File: src/rtl/rtu2_code_expander_if.sv
// Handshake bundle for the code expander: code-word input stream, pattern output stream,
// occupancy and illegal-code counter.
interface rtu2_code_expander_if #(
  parameter int unsigned DEPTH = 4,
  parameter int unsigned ERR_W = 8
);
  localparam int unsigned LVL_W = $clog2(DEPTH) + 1;

  logic             in_vld;
  logic             in_rdy;
  logic             in_v;
  logic [2:0]       in_code;
  logic             out_vld;
  logic             out_rdy;
  logic [5:0]       out_pat;
  logic             out_err;
  logic [LVL_W-1:0] level;
  logic             err_clr;
  logic [ERR_W-1:0] err_cnt;

  modport master (
    output in_vld, in_v, in_code, out_rdy, err_clr,
    input  in_rdy, out_vld, out_pat, out_err, level, err_cnt
  );

  modport slave (
    input  in_vld, in_v, in_code, out_rdy, err_clr,
    output in_rdy, out_vld, out_pat, out_err, level, err_cnt
  );
endinterface

File: src/rtl/rtu2_code_expander.sv
// Expands {v, code} priority-code words into 6-bit patterns through a small FWFT FIFO,
// flagging illegal codes and counting them in a saturating counter.
module rtu2_code_expander #(
  parameter int unsigned DEPTH = 4,
  parameter int unsigned ERR_W = 8
) (
  input logic               clk,
  input logic               rst,
  rtu2_code_expander_if.slave bus
);
  localparam int unsigned PTR_W = $clog2(DEPTH);
  localparam int unsigned LVL_W = PTR_W + 1;
  localparam logic [LVL_W-1:0] LVL_FULL = LVL_W'(DEPTH);
  localparam logic [ERR_W-1:0] ERR_MAX  = '1;

  logic [6:0]       mem_q [DEPTH];
  logic [PTR_W-1:0] wr_ptr_q;
  logic [PTR_W-1:0] rd_ptr_q;
  logic [LVL_W-1:0] level_q;
  logic [ERR_W-1:0] err_cnt_q;

  logic       in_rdy;
  logic       out_vld;
  logic       push;
  logic       pop;
  logic [6:0] word;
  logic [6:0] head;

  // Word is stored as {err, pat}, expanded once at push time.
  always_comb begin
    word = 7'b0_000000;
    if (bus.in_v) begin
      case (bus.in_code)
        3'b000:  word = 7'b0_010000;
        3'b001:  word = 7'b0_001000;
        3'b011:  word = 7'b0_100000;
        3'b100:  word = 7'b0_000100;
        3'b110:  word = 7'b0_000001;
        default: word = 7'b1_000000;
      endcase
    end
  end

  assign in_rdy  = (level_q != LVL_FULL);
  assign out_vld = (level_q != '0);
  assign push    = bus.in_vld & in_rdy;
  assign pop     = out_vld & bus.out_rdy;
  assign head    = mem_q[rd_ptr_q];

  assign bus.in_rdy  = in_rdy;
  assign bus.out_vld = out_vld;
  assign bus.out_pat = out_vld ? head[5:0] : 6'b0;
  assign bus.out_err = out_vld & head[6];
  assign bus.level   = level_q;
  assign bus.err_cnt = err_cnt_q;

  always_ff @(posedge clk or posedge rst) begin
    if (rst) begin
      for (int i = 0; i < DEPTH; i++) begin
        mem_q[i] <= 7'b0;
      end
    end else if (push) begin
      mem_q[wr_ptr_q] <= word;
    end
  end

  // Pointers wrap naturally since DEPTH is a power of two.
  always_ff @(posedge clk or posedge rst) begin
    if (rst) begin
      wr_ptr_q <= '0;
      rd_ptr_q <= '0;
      level_q  <= '0;
    end else begin
      if (push) wr_ptr_q <= wr_ptr_q + PTR_W'(1);
      if (pop)  rd_ptr_q <= rd_ptr_q + PTR_W'(1);
      case ({push, pop})
        2'b10:   level_q <= level_q + LVL_W'(1);
        2'b01:   level_q <= level_q - LVL_W'(1);
        default: level_q <= level_q;
      endcase
    end
  end

  // Clear wins over the old count but not over an illegal word arriving the same cycle.
  always_ff @(posedge clk or posedge rst) begin
    if (rst) begin
      err_cnt_q <= '0;
    end else if (bus.err_clr) begin
      err_cnt_q <= (push && word[6]) ? ERR_W'(1) : '0;
    end else if (push && word[6] && (err_cnt_q != ERR_MAX)) begin
      err_cnt_q <= err_cnt_q + ERR_W'(1);
    end
  end
endmodule

File: src/flat_wrapper.sv
// flat-port wrapper written by rule: the top's interface ports become plain ports
module rtu2_code_expander_flat 
#(
  parameter int unsigned DEPTH = 4,
  parameter int unsigned ERR_W = 8
)
  (clk, rst, bus_in_vld, bus_in_v, bus_in_code, bus_out_rdy, bus_err_clr, bus_in_rdy, bus_out_vld, bus_out_pat, bus_out_err, bus_level, bus_err_cnt);
  rtu2_code_expander_if #(.DEPTH(DEPTH), .ERR_W(ERR_W)) bus_i ();
  input logic clk;
  input logic rst;
  input wire logic [$bits(bus_i.in_vld)-1:0] bus_in_vld;
  input wire logic [$bits(bus_i.in_v)-1:0] bus_in_v;
  input wire logic [$bits(bus_i.in_code)-1:0] bus_in_code;
  input wire logic [$bits(bus_i.out_rdy)-1:0] bus_out_rdy;
  input wire logic [$bits(bus_i.err_clr)-1:0] bus_err_clr;
  output wire logic [$bits(bus_i.in_rdy)-1:0] bus_in_rdy;
  output wire logic [$bits(bus_i.out_vld)-1:0] bus_out_vld;
  output wire logic [$bits(bus_i.out_pat)-1:0] bus_out_pat;
  output wire logic [$bits(bus_i.out_err)-1:0] bus_out_err;
  output wire logic [$bits(bus_i.level)-1:0] bus_level;
  output wire logic [$bits(bus_i.err_cnt)-1:0] bus_err_cnt;
  assign bus_i.in_vld = bus_in_vld;
  assign bus_i.in_v = bus_in_v;
  assign bus_i.in_code = bus_in_code;
  assign bus_i.out_rdy = bus_out_rdy;
  assign bus_i.err_clr = bus_err_clr;
  assign bus_in_rdy = bus_i.in_rdy;
  assign bus_out_vld = bus_i.out_vld;
  assign bus_out_pat = bus_i.out_pat;
  assign bus_out_err = bus_i.out_err;
  assign bus_level = bus_i.level;
  assign bus_err_cnt = bus_i.err_cnt;
  rtu2_code_expander #(.DEPTH(DEPTH), .ERR_W(ERR_W)) u_core (.clk(clk), .rst(rst), .bus(bus_i));
endmodule
File: config.mk
export PLATFORM = sky130hd
export DESIGN_NAME = rtu2_code_expander_flat
export DESIGN_NICKNAME = d
export VERILOG_FILES = /design/src/rtl/rtu2_code_expander_if.sv /design/src/rtl/rtu2_code_expander.sv /design/src/flat_wrapper.sv
export SDC_FILE = /design/constraint.sdc
export NUM_CORES = 1
export LEC_CHECK = 0
export ABC_AREA = 1
export CAP_MARGIN = 10
export CORE_UTILIZATION = 50
export DETAILED_ROUTE_END_ITERATION = 10
export GPL_TIMING_DRIVEN = 0
export PLACE_DENSITY = 0.74
export SLEW_MARGIN = 10
export SYNTH_ARGS = -nofsm -noshare
export SYNTH_HDL_FRONTEND = slang
export SYNTH_SLANG_ARGS = --single-unit
File: constraint.sdc
create_clock -name clk -period 3 [get_ports clk]
set_input_delay 0.6 -clock clk [delete_from_list [all_inputs] [get_ports clk]]
set_output_delay 0.6 -clock clk [all_outputs]
set_load 0.02 [all_outputs]
==> reports/qor.txt <==
status - complete, no violations
Fill cells - 369
Mapped Cells - 281
area delta synth->final - 19.9%
crit path to - bus_out_pat[5]
Syn Area/Cell - 7.63 um2
commonest cells in the synthesized netlist - nand2_1 (79), dfrtp_1 (39), o21ai_0 (38), inv_1 (36), a21oi_1 (19)
Worst Hold Class - input pin to asynchronous set/reset pin
Setup crit end kind - output port
CP max stage delay - 620 ps
clock tree buffer depth - 2
Via density - 5.08
initial core utilization - 0.528
hpwl dp - 3.22 mm
Crit path depth - 6
CP Cell Sequence - clkbuf_1 > inv_1 > a21oi_1 > o21ai_0 > a21oi_1 > clkdlybuf4s50_1
H-tree levels - 2
top-count cell post-synth - nand2_1
critical setup path kind - flip-flop to output port
FF-to-FF End - u_core.bus.level[2]
Fin Setup TNS - 0 ps
Skew-Pair Late Insertion Delay - 300 ps
MaxCap Viol Count - 0
count of cell types in the netlist - 27
VDD IR max - 0.557 mV
Placement Rows - 23
DR pass1 iterations - 4
share of cells above drive strength 1 - 0.0791
clock-pin transition on the worst setup and hold timing paths - 80 ps
vias in the first global route - 1709
Slew Limit Fails - 0
Yosys warning count - 0
Power Density - 875 mW/mm2
Post-synth EDFFs - 0
total global routing overflow - 0
max-slew headroom at the worst pin - 0.594
CP max-delay cell - clkdlybuf4s50_1
Leak - 1.25 nW
Ports - 29
post-route cell area - 0.00257 mm2
Synth area leader - dfrtp_1
RSZ-0062 raised after global routing - false
All-Layer GR Usage - 0.238
final hold vios - 0
asr flop ratio synth - 1.00
WP buf/inv - 3
family with the most delay on the worst path - buffers and inverters
first-pass GRT wire length - 7.82 mm
most frequent CP cell - a21oi_1
Wirelength per Cell - 12.7 um
CTS tree - yes
Worst Path Max Fanout - 8
area share of the leading cell type in the synthesized netlist - 0.455
synth top area cells - dfrtp_1 (46%), nand2_1 (14%), o21ai_0 (8.9%)
die area - 0.00455 mm2
Routed Antenna Nets - 0
# hold bufs at CTS - 0
crit path DAT - 2240 ps
Port Buffers - 26
antenna violations before repair - 0
Critical Path RT - 2400 ps
register bit count reported by yosys - 39
Post-CTS Resized - 0
Post-synth top flop - dfrtp_1
antenna cells - 0
Clock Root Buffer - clkbuf_8
worst-margin pin slew - 604 ps
die height - 67.5 um
CP Launch Point - u_core.rd_ptr_q[1]
area post-placement - 0.00249 mm2
Post-layout nets - 331
Final period util - 0.946
# setup viols final - 0
Final min period - 2840 ps
Post-CTS Setup Repair Bufs - 0
Total Wirelength - 4.64 mm
highest clock rate - 352 MHz
Remaining DRCs - 0
clock skew - 3.25 ps
chip width - 67.5 um
via count - 1859
sequential-to-total area share from yosys stat - 0.455
Synthesized Nets - 297
reg2reg start - u_core.bus.level[0]
CTS Buf Count - 5
Core ar. - 0.00406 mm2
largest net degree at the start of global routing - 37
Critical Path Source Type - flip-flop
GP Congestion - 0.797
clk sinks - 39
Reg2Reg Depth - 10
initial DRC count - 125
r2r setup slk - 660 ps
Syn Std Cell Area - 0.00214 mm2
-- worst reg2reg max path: stages (launching register included) --
cell and delay [ps]:
dfrtp_1 430, nor2_2 220, a21oi_4 130, inv_2 180, buf_2 260, ha_1 180
inv_1 70, fa_1 380, a21oi_1 140, o21ai_0 110, xor2_1 150
-- cells by family after synthesis --
group	share of synthesized area
and+or+nand+nor	0.234
adders and majority gates	0.0444
AOI/OAI and AO/OA	0.151
DFF	0.455
other	0.00175
xor gates and xnor gates	0.0245
buffers and inverters	0.0887
-- state kept, by name (all words and copies together) (netlist names) --
signal,flops
u_core.wr_ptr_q,2
u_core.bus.err_cnt,8
u_core.rd_ptr_q,2
u_core.bus.level,3
u_core.mem_q,24
-- power by group --
group,internal [W],total [W],leakage (nW),switching (W)
sequential,0.000704,0.000800,0.518,0.0000956
clock,0.000159,0.000356,0.0477,0.000196
combinational,0.000436,0.00109,0.681,0.000658
total,0.00130,0.00225,1.25,0.000950
-- stage by stage --
step / total power (W) / worst slack [ps] / hold slack [ps] / std cells / util
6_report: 0.00225 / 162 / 487 / 366 / 0.633
5_1_grt: 0.00242 / 89.3 / 506 / 366 / 0.633
4_1_cts: 0.00226 / 190 / 485 / 366 / 0.633
3_5_place_dp: 0.00190 / 254 / 481 / 358 / 0.613
3_3_place_gp: 0.00187 / 296 / 474 / 357 / 0.608
2_1_floorplan: 0.00151 / 784 / 459 / 281 / -
-- worst min path at each step --
| stage | endpoint | slack [ps] | from | cells after the start |
|---|---|---|---|---|
| 6_report | u_core.bus.level[2] | 490 | rst | 2 |
| 5_1_grt | u_core.bus.level[2] | 510 | rst | 2 |
| 4_1_cts | u_core.bus.level[2] | 490 | rst | 2 |
| 3_5_place_dp | u_core.mem_q[21] | 480 | u_core.mem_q[21] | 2 |
| 3_3_place_gp | u_core.mem_q[21] | 470 | u_core.mem_q[21] | 2 |
| 2_1_floorplan | u_core.mem_q[0] | 460 | u_core.mem_q[0] | 2 |
-- area by class of cell --
| class | count | area, um2 | share of cell area |
|---|---|---|---|
| buffer | 8 | 43.8 | 0.0170 |
| clock buffer | 5 | 68.8 | 0.0268 |
| clock inverter | 3 | 15.0 | 0.00584 |
| inverter | 39 | 146 | 0.0570 |
| multi-input combinational | 195 | 977 | 0.380 |
| sequential | 39 | 976 | 0.380 |
| tap | 50 | 62.6 | 0.0243 |
| timing repair buffer | 27 | 280 | 0.109 |
-- cells in the final DEF, fill, tap and decap left out, types with 2 or more instances in the layout --
master	n
o21bai_1	2
xor2_1	4
clkinv_1	2
clkinv_2	3
clkbuf_8	5
nor3_1	3
buf_2	2
a21oi_1	19
inv_2	2
inv_1	35
clkbuf_1	3
nand3_1	12
nor2_2	4
clkdlybuf4s50_1	26
ha_1	6
nor2_1	17
dfrtp_1	39
nand2_1	79
xnor2_1	2
o21ai_0	38
buf_4	3
-- layer usage --
| metal | up-vias | share of wire | global-route usage |
|---|---|---|---|
| met5 | - | 0 | 0 |
| met4 | 0 | 0.014 | 0.0745 |
| met3 | 6 | 0.031 | 0.0524 |
| met2 | 34 | 0.48 | 0.395 |
| met1 | 868 | 0.48 | 0.305 |
| li1 | 951 | - | - |
Note: power is estimated with default switching activity, not from simulation.
